### src/rtl/intr_dispatch_if.sv
// intr_dispatch_if: bus bundle for intr_dispatch.
// Carries the APB-style register bus (paddr_i, pwdata_i, pwrite_i, psel_i,
// penable_i in; prdata_o, pready_o out) and the capture handshake with
// intr_ctrl (intr_id_i, intr_valid_i in; intr_ack_o out). Signal suffixes
// are from the dispatcher's point of view.
//   master : bus driver / interrupt controller side
//   slave  : intr_dispatch side
interface intr_dispatch_if #(
  parameter int WIDTH  = 4,
  parameter int DATA_W = 8
);
  logic [WIDTH-1:0]  paddr_i;
  logic [DATA_W-1:0] pwdata_i;
  logic [DATA_W-1:0] prdata_o;
  logic              pwrite_i;
  logic              psel_i;
  logic              penable_i;
  logic              pready_o;
  logic [WIDTH-1:0]  intr_id_i;
  logic              intr_valid_i;
  logic              intr_ack_o;

  modport master (
    output paddr_i, pwdata_i, pwrite_i, psel_i, penable_i,
    output intr_id_i, intr_valid_i,
    input  prdata_o, pready_o, intr_ack_o
  );

  modport slave (
    input  paddr_i, pwdata_i, pwrite_i, psel_i, penable_i,
    input  intr_id_i, intr_valid_i,
    output prdata_o, pready_o, intr_ack_o
  );
endinterface

### src/rtl/intr_dispatch.sv
// intr_dispatch: accepts interrupts from intr_ctrl into a small FIFO and
// hands them round-robin to idle, enabled handler CPUs, supervising each
// service with a programmable timeout.
// Ports:
//   pclk_i, prst_i   clock, synchronous active-high reset
//   bus              intr_dispatch_if.slave (APB registers + capture handshake)
//   cpu_intr_req_o   per-CPU service request (level, high while BUSY)
//   cpu_intr_id_o    per-CPU interrupt ID, CPU c at [c*WIDTH +: WIDTH]
//   cpu_done_i       per-CPU service-complete strobe
//   tmo_irq_o        high while any timeout sticky bit is set (registered)
// Registers: 0 EN (RW), 1 TMO (RW), 2 TSTAT (W1C), 3 STATUS (RO: busy, count)
module intr_dispatch #(
  parameter int NUM_INTR = 16,
  parameter int WIDTH    = $clog2(NUM_INTR),
  parameter int NUM_CPU  = 2,
  parameter int DEPTH    = 4,
  parameter int DATA_W   = 8
) (
  input  logic                     pclk_i,
  input  logic                     prst_i,
  intr_dispatch_if.slave           bus,
  output logic [NUM_CPU-1:0]       cpu_intr_req_o,
  output logic [NUM_CPU*WIDTH-1:0] cpu_intr_id_o,
  input  logic [NUM_CPU-1:0]       cpu_done_i,
  output logic                     tmo_irq_o
);
  localparam int PTR_W = $clog2(DEPTH);
  localparam int CNT_W = PTR_W + 1;
  localparam int CPU_W = $clog2(NUM_CPU);

  localparam logic [WIDTH-1:0] ADDR_EN     = WIDTH'(0);
  localparam logic [WIDTH-1:0] ADDR_TMO    = WIDTH'(1);
  localparam logic [WIDTH-1:0] ADDR_TSTAT  = WIDTH'(2);
  localparam logic [WIDTH-1:0] ADDR_STATUS = WIDTH'(3);

  typedef enum logic {CPU_IDLE = 1'b0, CPU_BUSY = 1'b1} cpu_state_t;

  // Register file and APB
  logic                pready_reg;
  logic [DATA_W-1:0]   prdata_reg;
  logic [NUM_CPU-1:0]  en_reg;
  logic [7:0]          tmo_reg;
  logic [NUM_CPU-1:0]  tstat_reg;
  logic                tmo_irq_reg;
  logic [DATA_W-1:0]   rd_data;
  logic                apb_fire;
  logic                apb_wr;
  logic [NUM_CPU-1:0]  tstat_clr;

  // FIFO and dispatch
  logic [WIDTH-1:0]    fifo_mem [DEPTH];
  logic [PTR_W-1:0]    wr_ptr_reg;
  logic [PTR_W-1:0]    rd_ptr_reg;
  logic [CNT_W-1:0]    count_reg;
  logic                ack_reg;
  logic                push;
  logic                dispatch;
  logic [CPU_W-1:0]    rr_ptr_reg;
  logic [CPU_W-1:0]    grant_idx;
  logic                grant_found;
  logic [NUM_CPU-1:0]  busy;
  logic [NUM_CPU-1:0]  cand;
  logic [NUM_CPU-1:0]  tmo_set;

  // One wait state: the access completes on the edge after setup+enable.
  assign apb_fire  = bus.psel_i & bus.penable_i & ~pready_reg;
  assign apb_wr    = apb_fire & bus.pwrite_i;
  assign tstat_clr = (apb_wr && bus.paddr_i == ADDR_TSTAT) ? bus.pwdata_i[NUM_CPU-1:0] : '0;

  always_comb begin
    rd_data = '0;
    case (bus.paddr_i)
      ADDR_EN:     rd_data[NUM_CPU-1:0] = en_reg;
      ADDR_TMO:    rd_data[7:0] = tmo_reg;
      ADDR_TSTAT:  rd_data[NUM_CPU-1:0] = tstat_reg;
      ADDR_STATUS: begin
        rd_data[NUM_CPU-1:0]     = busy;
        rd_data[NUM_CPU +: CNT_W] = count_reg;
      end
      default: ;
    endcase
  end

  always_ff @(posedge pclk_i) begin
    if (prst_i) begin
      pready_reg  <= 1'b0;
      prdata_reg  <= '0;
      en_reg      <= '1;
      tmo_reg     <= '0;
      tstat_reg   <= '0;
      tmo_irq_reg <= 1'b0;
    end else begin
      pready_reg <= apb_fire;
      if (apb_fire && !bus.pwrite_i) prdata_reg <= rd_data;
      if (apb_wr && bus.paddr_i == ADDR_EN)  en_reg  <= bus.pwdata_i[NUM_CPU-1:0];
      if (apb_wr && bus.paddr_i == ADDR_TMO) tmo_reg <= bus.pwdata_i[7:0];
      // A timeout landing on the same edge as its clear must survive.
      tstat_reg   <= (tstat_reg & ~tstat_clr) | tmo_set;
      tmo_irq_reg <= |tstat_reg;
    end
  end

  // Capture: ack_reg gates the push so the controller's still-high valid
  // during the ack cycle is not taken twice. Full blocks even with a pop.
  assign push = bus.intr_valid_i & (count_reg != CNT_W'(DEPTH)) & ~ack_reg;

  always_ff @(posedge pclk_i) begin
    if (push) fifo_mem[wr_ptr_reg] <= bus.intr_id_i;
  end

  always_ff @(posedge pclk_i) begin
    if (prst_i) begin
      wr_ptr_reg <= '0;
      rd_ptr_reg <= '0;
      count_reg  <= '0;
      ack_reg    <= 1'b0;
      rr_ptr_reg <= CPU_W'(NUM_CPU - 1);
    end else begin
      ack_reg <= push;
      if (push) wr_ptr_reg <= wr_ptr_reg + PTR_W'(1);
      if (dispatch) begin
        rd_ptr_reg <= rd_ptr_reg + PTR_W'(1);
        rr_ptr_reg <= grant_idx;
      end
      count_reg <= count_reg + CNT_W'(push) - CNT_W'(dispatch);
    end
  end

  // Round-robin search starting one past the last granted CPU.
  assign cand = en_reg & ~busy;

  always_comb begin
    grant_found = 1'b0;
    grant_idx   = '0;
    for (int k = 1; k <= NUM_CPU; k++) begin
      if (!grant_found && cand[(int'(rr_ptr_reg) + k) % NUM_CPU]) begin
        grant_found = 1'b1;
        grant_idx   = CPU_W'((int'(rr_ptr_reg) + k) % NUM_CPU);
      end
    end
  end

  assign dispatch = (count_reg != '0) & grant_found;

  generate
    for (genvar gi = 0; gi < NUM_CPU; gi++) begin : g_cpu
      cpu_state_t       state_reg;
      logic [7:0]       timer_reg;
      logic [WIDTH-1:0] id_reg;
      logic             granted;

      assign granted = dispatch && (grant_idx == CPU_W'(gi));

      // Timer loaded with 0 never reaches 1, which disables the timeout.
      always_ff @(posedge pclk_i) begin
        if (prst_i) begin
          state_reg <= CPU_IDLE;
          timer_reg <= '0;
          id_reg    <= '0;
        end else begin
          case (state_reg)
            CPU_IDLE: begin
              if (granted) begin
                state_reg <= CPU_BUSY;
                timer_reg <= tmo_reg;
                id_reg    <= fifo_mem[rd_ptr_reg];
              end
            end
            CPU_BUSY: begin
              if (cpu_done_i[gi] || timer_reg == 8'd1) begin
                state_reg <= CPU_IDLE;
              end else if (timer_reg != 8'd0) begin
                timer_reg <= timer_reg - 8'd1;
              end
            end
            default: state_reg <= CPU_IDLE;
          endcase
        end
      end

      assign busy[gi]    = (state_reg == CPU_BUSY);
      assign tmo_set[gi] = busy[gi] & ~cpu_done_i[gi] & (timer_reg == 8'd1);
      assign cpu_intr_id_o[gi*WIDTH +: WIDTH] = id_reg;
    end
  endgenerate

  assign cpu_intr_req_o = busy;
  assign tmo_irq_o      = tmo_irq_reg;
  assign bus.prdata_o   = prdata_reg;
  assign bus.pready_o   = pready_reg;
  assign bus.intr_ack_o = ack_reg;
endmodule

### src/flat_wrapper.sv
// flat-port wrapper written by rule: the top's interface ports become plain ports
module intr_dispatch_flat 
#(
  parameter int NUM_INTR = 16,
  parameter int WIDTH    = $clog2(NUM_INTR),
  parameter int NUM_CPU  = 2,
  parameter int DEPTH    = 4,
  parameter int DATA_W   = 8
)
  (pclk_i, prst_i, cpu_intr_req_o, cpu_intr_id_o, cpu_done_i, tmo_irq_o, bus_paddr_i, bus_pwdata_i, bus_pwrite_i, bus_psel_i, bus_penable_i, bus_intr_id_i, bus_intr_valid_i, bus_prdata_o, bus_pready_o, bus_intr_ack_o);
  intr_dispatch_if #(.WIDTH(WIDTH), .DATA_W(DATA_W)) bus_i ();
  input  logic pclk_i;
  input  logic prst_i;
  output logic [NUM_CPU-1:0] cpu_intr_req_o;
  output logic [NUM_CPU*WIDTH-1:0] cpu_intr_id_o;
  input  logic [NUM_CPU-1:0] cpu_done_i;
  output logic tmo_irq_o;
  input wire logic [$bits(bus_i.paddr_i)-1:0] bus_paddr_i;
  input wire logic [$bits(bus_i.pwdata_i)-1:0] bus_pwdata_i;
  input wire logic [$bits(bus_i.pwrite_i)-1:0] bus_pwrite_i;
  input wire logic [$bits(bus_i.psel_i)-1:0] bus_psel_i;
  input wire logic [$bits(bus_i.penable_i)-1:0] bus_penable_i;
  input wire logic [$bits(bus_i.intr_id_i)-1:0] bus_intr_id_i;
  input wire logic [$bits(bus_i.intr_valid_i)-1:0] bus_intr_valid_i;
  output wire logic [$bits(bus_i.prdata_o)-1:0] bus_prdata_o;
  output wire logic [$bits(bus_i.pready_o)-1:0] bus_pready_o;
  output wire logic [$bits(bus_i.intr_ack_o)-1:0] bus_intr_ack_o;
  assign bus_i.paddr_i = bus_paddr_i;
  assign bus_i.pwdata_i = bus_pwdata_i;
  assign bus_i.pwrite_i = bus_pwrite_i;
  assign bus_i.psel_i = bus_psel_i;
  assign bus_i.penable_i = bus_penable_i;
  assign bus_i.intr_id_i = bus_intr_id_i;
  assign bus_i.intr_valid_i = bus_intr_valid_i;
  assign bus_prdata_o = bus_i.prdata_o;
  assign bus_pready_o = bus_i.pready_o;
  assign bus_intr_ack_o = bus_i.intr_ack_o;
  intr_dispatch #(.NUM_INTR(NUM_INTR), .WIDTH(WIDTH), .NUM_CPU(NUM_CPU), .DEPTH(DEPTH), .DATA_W(DATA_W)) u_core (.pclk_i(pclk_i), .prst_i(prst_i), .bus(bus_i), .cpu_intr_req_o(cpu_intr_req_o), .cpu_intr_id_o(cpu_intr_id_o), .cpu_done_i(cpu_done_i), .tmo_irq_o(tmo_irq_o));
endmodule
### config.mk
export PLATFORM = sky130hd
export DESIGN_NAME = intr_dispatch_flat
export DESIGN_NICKNAME = d
export VERILOG_FILES = /design/src/rtl/intr_dispatch_if.sv /design/src/rtl/intr_dispatch.sv /design/src/flat_wrapper.sv
export SDC_FILE = /design/constraint.sdc
export NUM_CORES = 1
export LEC_CHECK = 0
export CORE_UTILIZATION = 50
export CTS_BUF_LIST = sky130_fd_sc_hd__clkbuf_8
export CTS_CLUSTER_DIAMETER = 30
export DETAILED_ROUTE_END_ITERATION = 8
export GPL_TIMING_DRIVEN = 1
export PLACE_DENSITY = 0.77
export SKIP_LAST_GASP = 1
export SLEW_MARGIN = 20
export SYNTH_ARGS = -nofsm -noshare
export SYNTH_HDL_FRONTEND = slang
export SYNTH_SLANG_ARGS = --single-unit
### constraint.sdc
create_clock -name pclk_i -period 3.1 [get_ports pclk_i]
set_input_delay 0.62 -clock pclk_i [delete_from_list [all_inputs] [get_ports pclk_i]]
set_output_delay 0.62 -clock pclk_i [all_outputs]
set_load 0.01 [all_outputs]
* Yosys cells after proc, flatten, opt, wreduce, memory -nomap -nowiden *
Memories as Yosys holds them, arrays and structs flattened. A register that Yosys moved wholly into a read port is not among the register bits.
Cells that the tools add are included.

operators by class
  magnitude comparators = 2
  muxes and demuxes = 32
  eq/ne operators = 12
  add/subtract/negate cells = 8
  bitwise gates (word level) = 24
  reduce and logical (&&, ||, !) cells = 20

operator list
  operator                                             number
  two-way mux 8 bit                                    6
  one-hot mux 8 bit (2 select lines)                   2
  == test 8 x 1 -> 1 bit (second input constant)       2
  two-way mux 1 bit                                    16
  nonzero test 8 bit                                   2
  subtractor 8 x 1 -> 8 bit (second input constant)    2
  AND 1 bit                                            10
  == test 4 x 2 -> 1 bit (second input constant)       2
  != test 2 bit (second input constant)                4
  one-hot mux 2 bit (4 select lines)                   1
  logical AND 1 bit                                    7
  inverter 1 bit                                       7
  < comparator 2 x 3 -> 1 bit (second input constant)  2
  two-way mux 2 bit                                    3
  one-hot mux 3 bit (2 select lines)                   1
  AND reduction 3 bit                                  2
  adder 2 x 1 -> 2 bit (second input constant)         2
  AND 2 bit                                            2
  == test 4 x 1 -> 1 bit (second input constant)       1
  zero test 4 bit                                      1
  != test 2 x 1 -> 1 bit (second input constant)       2
  inverter 2 bit                                       2
  one-hot mux 1 bit (2 select lines)                   2
  AND reduction 2 bit                                  2
  other kinds (11)                                     15

word-level totals
  RAM bits = 16
  memories = 1
  word-level logic and storage cells = 116
  register bits = 57

memories
  name             depth  bits a word  rd ports  clocked after Yosys merged registers in  wr ports  line                 text
  u_core.fifo_mem  4      4            1         1                                        1         intr_dispatch.sv:51  logic [WIDTH-1:0] fifo_mem [DEPTH];

* Longest topological paths before layout *
Gate-level depths: netlist of run 1.

  depth after elaboration = 13
  mapped depth = 10

* Worst setup path before layout of run 1 *
OpenSTA, ideal clock, no wires.

  path type = flip-flop to flip-flop
  start point = register u_core.count_reg[1]
  end point = register u_core.count_reg[2]
  buffers on the path = 0
  arrival time = 2123 ps
  cell stages (with the launch flop) = 11
  setup slack = 850 ps
  clock period less this slack = 2250 ps
  cell sequence = dfxtp_1 -> or3_1 -> o21a_1 -> ha_1 -> inv_1 -> ha_1 -> inv_1 -> fa_1 -> xor2_1 -> xnor2_1 -> nor2_1

between the ends
  elaborated cells on any way between the ends = 7
  classes of those cells = add/sub (2); eq/ne (1); bitwise (3); reduce/logical (1)

RTL lines
  element                    line                  text
  start: declaration         intr_dispatch.sv:54   logic [CNT_W-1:0] count_reg;
  start signal: assignment   intr_dispatch.sv:125  count_reg <= count_reg + CNT_W'(push) - CNT_W'(dispatch);
  nonzero test 3 bit         intr_dispatch.sv:143  assign dispatch = (count_reg != '0) & grant_found;
  AND 1 bit                  intr_dispatch.sv:143
  net u_core.dispatch        intr_dispatch.sv:57   logic dispatch;
  subtractor 3 x 1 -> 3 bit  intr_dispatch.sv:125

The timed path passes the listed nets, and every way through them passes these cells.
A chain may end at the register's enable or synchronous reset.

* Final worst setup path of run 1 *
Same ends and word-level chain as after synthesis.

==> flow_metrics.py, run 1 <==
metrics = {
    "power_and_ir_drop": {
        "finalPower_uw": 3610,
        "p_per_area_nw_per_um2": 836,
        "power.leakage_uw": 0.00150,
        "vdd_drop_max_mv": 0.433,
    },
    "logic_synthesis": {
        "synth_area_leader_cell": "dfxtp_1",
        "ys_top_cells_by_area": "dfxtp_1 (33%), edfxtp_1 (13%), a21oi_1 (4.4%)",
        "yosysUniqueCellTypes": 61,
        "synthArstFlopShare": 0,
        "synth_seq_cells": 75,
        "synth.top_cell.area_share": 0.325,
        "syn_nets": 397,
        "yosys_warnings": 0,
        "synthFlopType": "dfxtp_1",
        "avgSynthCellArea_um2": 10.0,
        "yosysSeqAreaShare": 0.458,
        "syn_inst": 362,
        "synth-edff-count": 16,
        "synth.cell_area_um2": 3630,
    },
    "worst_setup_path": {
        "crit_path_end_kind": "flip-flop",
        "worstPathRequired_ns": 3.30,
        "path_max_fanout": 6,
        "critPathKind": "flip-flop to flip-flop",
        "cp-start-kind": "flip-flop",
        "worst_ep_arrival_time_ns": 2.60,
    },
    "placed_design": {
        "placed_area_um2": 4110,
        "numPortBuffers": 44,
        "dp_slack_ns": 0.538,
        "gp_routability_congestion": 0.830,
        "hpwl_mm": 5.68,
    },
    "hold_path": {
        "hold_path.class": "flip-flop to flip-flop",
    },
    "cts": {
        "tritoncts": "yes",
        "clock_latency_ns": 0.35,
        "cts.repair.resized": 0,
        "cts_htree_levels": 3,
        "cts_buffers": 9,
        "hold_buffers": 0,
        "post-cts-setup-buffers": 0,
        "clk_pin_slew_ns": 0.08,
        "clockRootBuffer": "clkbuf_8",
        "clock_path_buffers": 2,
        "numClockSinks": 75,
    },
    "sta": {
        "drv_slew": 0,
        "slew-limit-headroom": 0.397,
        "layout_min_cycle_time_ns": 2.40,
        "rsz0062_at_grt": "no",
        "finClkSkew_ns": 0.00588,
        "setup_ws_ns": 0.698,
        "fmax_mhz": 416,
        "setup_viol": 0,
        "worst-slew-pin-transition_ns": 0.905,
        "finalHoldViolCount": 0,
        "finalCritPeriodShare": 0.775,
        "tns_ns": 0,
    },
    "drt": {
        "num_vias": 2845,
        "drcViolationCount": 0,
        "initialDrtViolationCount": 244,
        "wirelength_mm": 8.05,
        "viasPerCell": 5.67,
        "wl_per_cell_um": 16.0,
        "drt_first_pass_iters": 4,
        "postRouteAntennaNets": 0,
    },
    "grt": {
        "first_global_vias": 2767,
        "grt_pass1_wl_mm": 13.6,
        "antenna_found_initial": 0,
        "grt-ovfl-total": 0,
        "grt_max_degree": 54,
        "track_usage": 0.235,
    },
    "die": {
        "ioPinCount": 45,
        "die-area_um2": 7610,
        "core-area_um2": 6910,
        "start_util": 0.526,
        "num_rows": 30,
        "die_h_um": 87.2,
        "fp.dieW_um": 87.2,
    },
    "finish": {
        "diodes": 0,
        "final_common_cell": "dfxtp_1",
        "drive_above_1_share": 0.113,
        "most-common-layout-cells": "dfxtp_1 (59), clkdlybuf4s50_1 (43), nor2_1 (39)",
        "area_growth_pct": 18.9,
        "nets": 436,
        "fin_area_um2": 4320,
    },
    "flow_run": {
        "cap_violations": 0,
    },
    "status": {
        "status": "finished, final reports clean",
    },
}
-- synthesized netlist by cell type, types with 2 or more instances --
cell type and count:
a311o_1 2, nand2b_1 12, mux4_2 6, nor2_1 39
a211o_1 3, nand2_1 24, edfxtp_1 16, ha_1 10
dfxtp_1 59, o31ai_4 2, or4_4 2, and3_1 2
a21oi_1 32, a2bb2oi_1 5, nand4_1 4, nor2b_1 8
mux2i_1 14, o2bb2ai_1 2, o21a_1 2, buf_4 3
o32ai_1 10, nor3_1 7, or3_1 5, or2_2 2
xnor2_1 3, clkbuf_1 10, buf_1 2, a22oi_1 3
and2_1 5, inv_1 16, mux2_2 3, xor2_1 2
buf_6 2, buf_2 3, a31oi_1 4, nand3_1 13
-- per-layer routing --
metal | up-vias | global-route usage | routed length [µm]
met5 | - | 0 | 0
met4 | 0 | 0.0909 | 131
met3 | 16 | 0.0408 | 517
met2 | 95 | 0.366 | 3830
met1 | 1341 | 0.328 | 3570
li1 | 1393 | - | -
-- critical path: stages, from the launching register on --
cell and delay, ns:
dfxtp_1 0.38, or3_1 0.44, o21a_1 0.17, ha_1 0.29, inv_1 0.06, ha_1 0.14, inv_1 0.05, fa_1 0.37
xor2_1 0.17, xnor2_1 0.13, nor2_1 0.06
-- power breakdown --
group          leakage, µW  internal, µW  switching, µW
Combinational     0.000775           690            810
Clock            0.0000984           384            393
Sequential        0.000626          1180            156
Total              0.00150          2250           1360
-- area by class of cell --
type | instances | area, µm²
Clock buffer | 9 | 124
Clock inverter | 7 | 82.6
Fill cell | 577 | 2590
Inverter | 16 | 60.1
Multi-Input combinational cell | 251 | 1800
Sequential cell | 75 | 1660
Tap cell | 96 | 120
Timing Repair Buffer | 48 | 465
-- per-stage QoR --
stage	instances	utilization	hold WS (ns)
3_3_place_gp	486	0.595	0.440
6_report	502	0.625	0.458
5_1_grt	502	0.625	0.481
3_5_place_dp	486	0.595	0.447
4_1_cts	502	0.625	0.462
2_1_floorplan	362	-	0.443
-- kinds of logic (layout without fill, tap and decap cells) --
family                     after synthesis  in the layout  synth area share
and+or+nand+nor                        136            136             0.201
xor gates and xnor gates                 5              5            0.0121
muxes                                   23             23            0.0851
AOI/OAI and AO/OA                       76             76             0.159
DFF                                     75             75             0.458
adders and majority gates               11             11            0.0400
buffers and inverters                   36             80            0.0455
-- final timing paths --
path / start / endpoint / slack [ns] / cells after the start
max reg2reg: u_core.count_reg[1]$_SDFF_PP0_ / u_core.count_reg[2]$_SDFF_PP0_ / 0.70 / 10
min reg2reg: u_core.g_cpu[1].id_reg[3]$_SDFFE_PP0P_ / u_core.g_cpu[1].id_reg[3]$_SDFFE_PP0P_ / 0.46 / 2
min: u_core.g_cpu[1].id_reg[3]$_SDFFE_PP0P_ / u_core.g_cpu[1].id_reg[3]$_SDFFE_PP0P_ / 0.46 / 2
max: u_core.count_reg[1]$_SDFF_PP0_ / u_core.count_reg[2]$_SDFF_PP0_ / 0.70 / 10
Note: power is estimated with default switching activity, not from simulation.
==> run 2, diff against run 1 <==
- PLACE_DENSITY: 0.77 -> 0.8
- clock period: 3.1 -> 2.2 ns (I/O delays scaled with it)
==> run 2 against run 1 <==
Die area stayed put. Core utilization up 1.8 points. Global-route usage is 0.086 points higher. Wire length is 5.4% higher. Critical endpoint unchanged. Combinational power up 54%.
==> flow_metrics.py, run 2 (synthesis results as in run 1) <==
metrics = {
    "worst_setup_path": {
        "crit_path_end_kind": "flip-flop",
        "worstPathRequired_ns": 2.44,
        "critPathKind": "flip-flop to flip-flop",
        "cp-start-kind": "flip-flop",
        "path_max_fanout": 3,
        "worst_ep_arrival_time_ns": 2.44,
    },
    "drt": {
        "postRouteAntennaNets": 0,
        "initialDrtViolationCount": 178,
        "drcViolationCount": 0,
        "viasPerCell": 5.71,
        "drt_first_pass_iters": 5,
        "wirelength_mm": 8.48,
        "num_vias": 2946,
        "wl_per_cell_um": 16.4,
    },
    "grt": {
        "grt_pass1_wl_mm": 13.5,
        "track_usage": 0.236,
        "grt_max_degree": 31,
        "grt-ovfl-total": 0,
        "antenna_found_initial": 0,
        "first_global_vias": 2814,
    },
    "die": {
        "core-area_um2": 6910,
        "start_util": 0.526,
        "die-area_um2": 7610,
        "ioPinCount": 45,
        "fp.dieW_um": 87.2,
        "die_h_um": 87.2,
        "num_rows": 30,
    },
    "placed_design": {
        "hpwl_mm": 5.90,
        "gp_routability_congestion": 0.836,
        "placed_area_um2": 4230,
        "numPortBuffers": 44,
    },
    "sta": {
        "layout_min_cycle_time_ns": 2.19,
        "setup_viol": 0,
        "finalCritPeriodShare": 0.997,
        "rsz0062_at_grt": "yes",
        "slew-limit-headroom": 0.646,
        "drv_slew": 0,
        "fmax_mhz": 456,
        "finClkSkew_ns": 0.0142,
        "worst-slew-pin-transition_ns": 0.531,
        "whs_ns": 0.457,
        "finalHoldViolCount": 0,
    },
    "cts": {
        "clock_path_buffers": 2,
        "clockRootBuffer": "clkbuf_8",
        "hold_buffers": 0,
        "cts_htree_levels": 3,
        "tritoncts": "yes",
        "cts_buffers": 9,
        "clk_pin_slew_ns": 0.08,
        "clock_latency_ns": 0.36,
        "numClockSinks": 75,
    },
    "finish": {
        "area_growth_pct": 22.4,
        "drive_above_1_share": 0.150,
        "post-route-util": 0.643,
        "fin_area_um2": 4440,
        "nets": 450,
        "most-common-layout-cells": "dfxtp_1 (58), clkdlybuf4s50_1 (43), nor2_1 (39)",
        "final_common_cell": "dfxtp_1",
        "diodes": 0,
    },
    "power_and_ir_drop": {
        "power.leakage_uw": 0.00157,
        "p_per_area_nw_per_um2": 1190,
        "vdd_drop_max_mv": 0.691,
    },
    "status": {
        "status": "finished, final reports clean",
    },
    "hold_path": {
        "hold_path.class": "flip-flop to flip-flop",
    },
    "flow_run": {
        "cap_violations": 0,
    },
}
==> run 2: worst paths after layout <==
check                           slack (ns)                                  end  cells after the start                                start
worst max-delay path                 0.006       u_core.count_reg[2]$_SDFF_PP0_                     10       u_core.count_reg[1]$_SDFF_PP0_
worst max register to register       0.006       u_core.count_reg[2]$_SDFF_PP0_                     10       u_core.count_reg[1]$_SDFF_PP0_
worst min-delay path                  0.46  u_core.bus.prdata_o[5]$_SDFFE_PP0P_                      2  u_core.bus.prdata_o[5]$_SDFFE_PP0P_
worst min register to register        0.46  u_core.bus.prdata_o[5]$_SDFFE_PP0P_                      2  u_core.bus.prdata_o[5]$_SDFFE_PP0P_
==> run 2: where the power goes <==
part / switching [µW] / total, µW / internal, µW
clock network: 577 / 1120 / 541
logic: 1220 / 2310 / 1090
registers: 195 / 1860 / 1660
total: 1990 / 5290 / 3300
==> run 2: through the flow <==
step | TNS (ns) | power, µW | worst slack [ns] | instances
2_1_floorplan | 0 | 3470 | 0.000385 | 362
3_3_place_gp | 0 | 4050 | 0.0561 | 499
3_5_place_dp | 0 | 4140 | 0.0237 | 499
4_1_cts | 0 | 5260 | 0.00601 | 515
5_1_grt | -0.0880 | 5590 | -0.0880 | 516
6_report | 0 | 5290 | 0.00584 | 516
==> run 2: routing by layer <==
layer,GRT usage,wire (µm),vias to the layer above
met5,0,0,-
met4,0.0894,191,0
met3,0.0502,433,22
met2,0.379,4000,97
met1,0.314,3860,1412
li1,-,-,1415
==> run 2: what timing repair did <==
action,4_1_cts,5_1_grt
resized for setup,0,1
buffers inserted,0,1
endpoints found under the setup margin,0,1
==> run 2: cell type report <==
type / instances / area, µm²
Clock inverter: 7 / 82.6
Fill cell: 564 / 2460
Timing Repair Buffer: 62 / 583
Tap cell: 96 / 120
Multi-Input combinational cell: 251 / 1810
Inverter: 16 / 60.1
Sequential cell: 75 / 1660
Clock buffer: 9 / 124
==> run 2: critical path, stage by stage, from the launching register on <==
cell	delay [ns]
dfxtp_2	0.33
or3_4	0.39
o21a_1	0.14
ha_1	0.29
inv_1	0.06
ha_1	0.14
inv_1	0.05
fa_2	0.33
xor2_1	0.17
xnor2_1	0.15
nor2_1	0.06
==> run 3, diff against run 2 <==
- CELL_PAD_IN_SITES_DETAIL_PLACEMENT: unset -> 1
- CELL_PAD_IN_SITES_GLOBAL_PLACEMENT: unset -> 2
- CORE_UTILIZATION: 50 -> 33
- PLACE_DENSITY: 0.8 -> 0.82
==> run 3 against run 2 <==
Clock power increased by 7%. Core utilization fell by 21 points. Clock skew shrank 0.0015 ns. Sequential cell count did not move. Hold slack improved by 0.0021 ns. First-iteration DRC count is 25% lower. Critical path depth unchanged. The flow now finishes with violations (negative setup slack). Via count decreased by 0.31%. Final cell count is 9.1% higher. Count of clock-buffer cells in the layout unchanged. Setup slack got worse by 0.018 ns. Die area grew 50%. Critical path type unchanged.
==> flow_metrics.py, run 3 (synthesis results as in run 1) <==
metrics = {
    "cts": {
        "numClockSinks": 75,
        "cts_buffers": 9,
        "clk_pin_slew_ns": 0.08,
        "tritoncts": "yes",
        "hold_buffers": 0,
        "clock_path_buffers": 2,
        "cts_htree_levels": 3,
        "clock_latency_ns": 0.36,
        "clockRootBuffer": "clkbuf_8",
    },
    "sta": {
        "finalCritPeriodShare": 1.01,
        "finClkSkew_ns": 0.0127,
        "setup_ws_ns": -0.0119,
        "worst-slew-pin-transition_ns": 0.873,
        "layout_min_cycle_time_ns": 2.21,
        "rsz0062_at_grt": "yes",
        "slew-limit-headroom": 0.418,
        "setup_viol": 1,
        "fmax_mhz": 452,
        "finalHoldViolCount": 0,
        "drv_slew": 0,
    },
    "placed_design": {
        "placed_area_um2": 4320,
        "hpwl_mm": 6.95,
        "dp_cells": 546,
        "gp_routability_congestion": 0.724,
        "numPortBuffers": 44,
    },
    "drt": {
        "viasPerCell": 5.22,
        "drt-met1-wl_mm": 4.27,
        "num_vias": 2937,
        "wl_per_cell_um": 16.7,
        "wirelength_mm": 9.43,
        "maxUsedRoutingLayer": "met4",
        "postRouteAntennaNets": 0,
        "dr_wl_met2_mm": 4.66,
        "drcViolationCount": 0,
        "initialDrtViolationCount": 134,
        "drt_first_pass_iters": 4,
        "routed-wl-met3_um": 381,
    },
    "finish": {
        "diodes": 0,
        "fill_cells": 1170,
        "drive_above_1_share": 0.171,
        "area_growth_pct": 25.9,
        "nets": 457,
        "final_cell_count_no_fill": 563,
        "fin_area_um2": 4570,
        "most-common-layout-cells": "dfxtp_1 (58), clkdlybuf4s50_1 (43), nor2_1 (39)",
        "final_common_cell": "dfxtp_1",
    },
    "worst_setup_path": {
        "crit_path_end_kind": "flip-flop",
        "critPathKind": "flip-flop to flip-flop",
        "cp-start-kind": "flip-flop",
        "reg2reg_slack_ns": -0.01,
        "worst_ep_arrival_time_ns": 2.46,
        "worstPathRequired_ns": 2.45,
        "path_max_fanout": 2,
    },
    "flow_run": {
        "cap_violations": 0,
    },
    "status": {
        "status": "finished, violations left",
        "violations": "negative setup slack",
    },
    "power_and_ir_drop": {
        "vdd_drop_max_mv": 0.605,
        "p_per_area_nw_per_um2": 1200,
        "power.leakage_uw": 0.00162,
    },
    "die": {
        "ioPinCount": 45,
        "die-area_um2": 11400,
        "die_h_um": 107,
        "fp.dieW_um": 107,
        "start_util": 0.346,
        "num_rows": 37,
        "core-area_um2": 10500,
    },
    "grt": {
        "track_usage": 0.178,
        "antenna_found_initial": 0,
        "grt_pass1_wl_mm": 15.7,
        "grt-ovfl-total": 0,
        "grt_max_degree": 48,
        "first_global_vias": 3135,
    },
    "hold_path": {
        "hold_path.class": "flip-flop to flip-flop",
    },
}
[run 3: cell count changes in the layout (fill, tap and decap cells not counted), sizes merged]
cell / delta
buf: +7
clkinv: +2
clkinvlp: -2
bufinv: +1
inv: -1
[run 3: critical path, stage by stage (launching register included)]
cell	delay, ns
dfxtp_2	0.32
or3_4	0.38
o21a_1	0.13
ha_1	0.29
inv_2	0.07
ha_4	0.13
inv_2	0.04
fa_2	0.39
xor2_2	0.16
xnor2_1	0.15
nor2_1	0.05
[run 3: worst paths after layout]
check                                 startpoint  cells past startpoint                             endpoint
max               u_core.count_reg[1]$_SDFF_PP0_                     10       u_core.count_reg[2]$_SDFF_PP0_
min          u_core.bus.prdata_o[5]$_SDFFE_PP0P_                      2  u_core.bus.prdata_o[5]$_SDFFE_PP0P_
max reg2reg       u_core.count_reg[1]$_SDFF_PP0_                     10       u_core.count_reg[2]$_SDFF_PP0_
min reg2reg  u_core.bus.prdata_o[5]$_SDFFE_PP0P_                      2  u_core.bus.prdata_o[5]$_SDFFE_PP0P_
[run 3: per-stage QoR]
stage                     TNS [ns]  power (µW)  setup WS [ns]  hold slack, ns   util
after detailed placement   -0.0470        4270        -0.0470           0.447  0.411
after floorplan                  0        3470       0.000385           0.443      -
after global routing       -0.0927        5870        -0.0927           0.485  0.435
after CTS                  -0.0220        5500        -0.0220           0.460  0.432
final                      -0.0119        5490        -0.0119           0.459  0.435
after global placement           0        4170         0.0455           0.443  0.411
[run 3: power by group]
| group | total (µW) | switching [µW] | internal (µW) |
|---|---|---|---|
| clock network | 1200 | 557 | 647 |
| logic | 2420 | 1270 | 1150 |
| registers | 1860 | 202 | 1660 |
| total | 5490 | 2030 | 3460 |
[run 3: final cells by class]
| cell class | count | area, µm² | area share |
|---|---|---|---|
| well taps | 136 | 170 | 0.0372 |
| clock buffers | 9 | 124 | 0.0271 |
| repair buffers | 69 | 623 | 0.136 |
| multi-input cells | 251 | 1830 | 0.401 |
| inverters | 16 | 60.1 | 0.0131 |
| clock inverters | 7 | 98.8 | 0.0216 |
| flip-flops and latches | 75 | 1660 | 0.364 |
[run 3: routing by layer]
layer	GRT usage	vias up
met5	0	-
met1	0.211	1446
met4	0.0499	0
met2	0.316	46
li1	-	1436
met3	0.0444	9
[run 3: repair_timing]
action / in CTS / in global routing
gates resized for setup: 1 / 5
setup endpoints to repair: 1 / 1
cloned: 0 / 0
pin swaps: 1 / 4
buffers inserted: 0 / 1
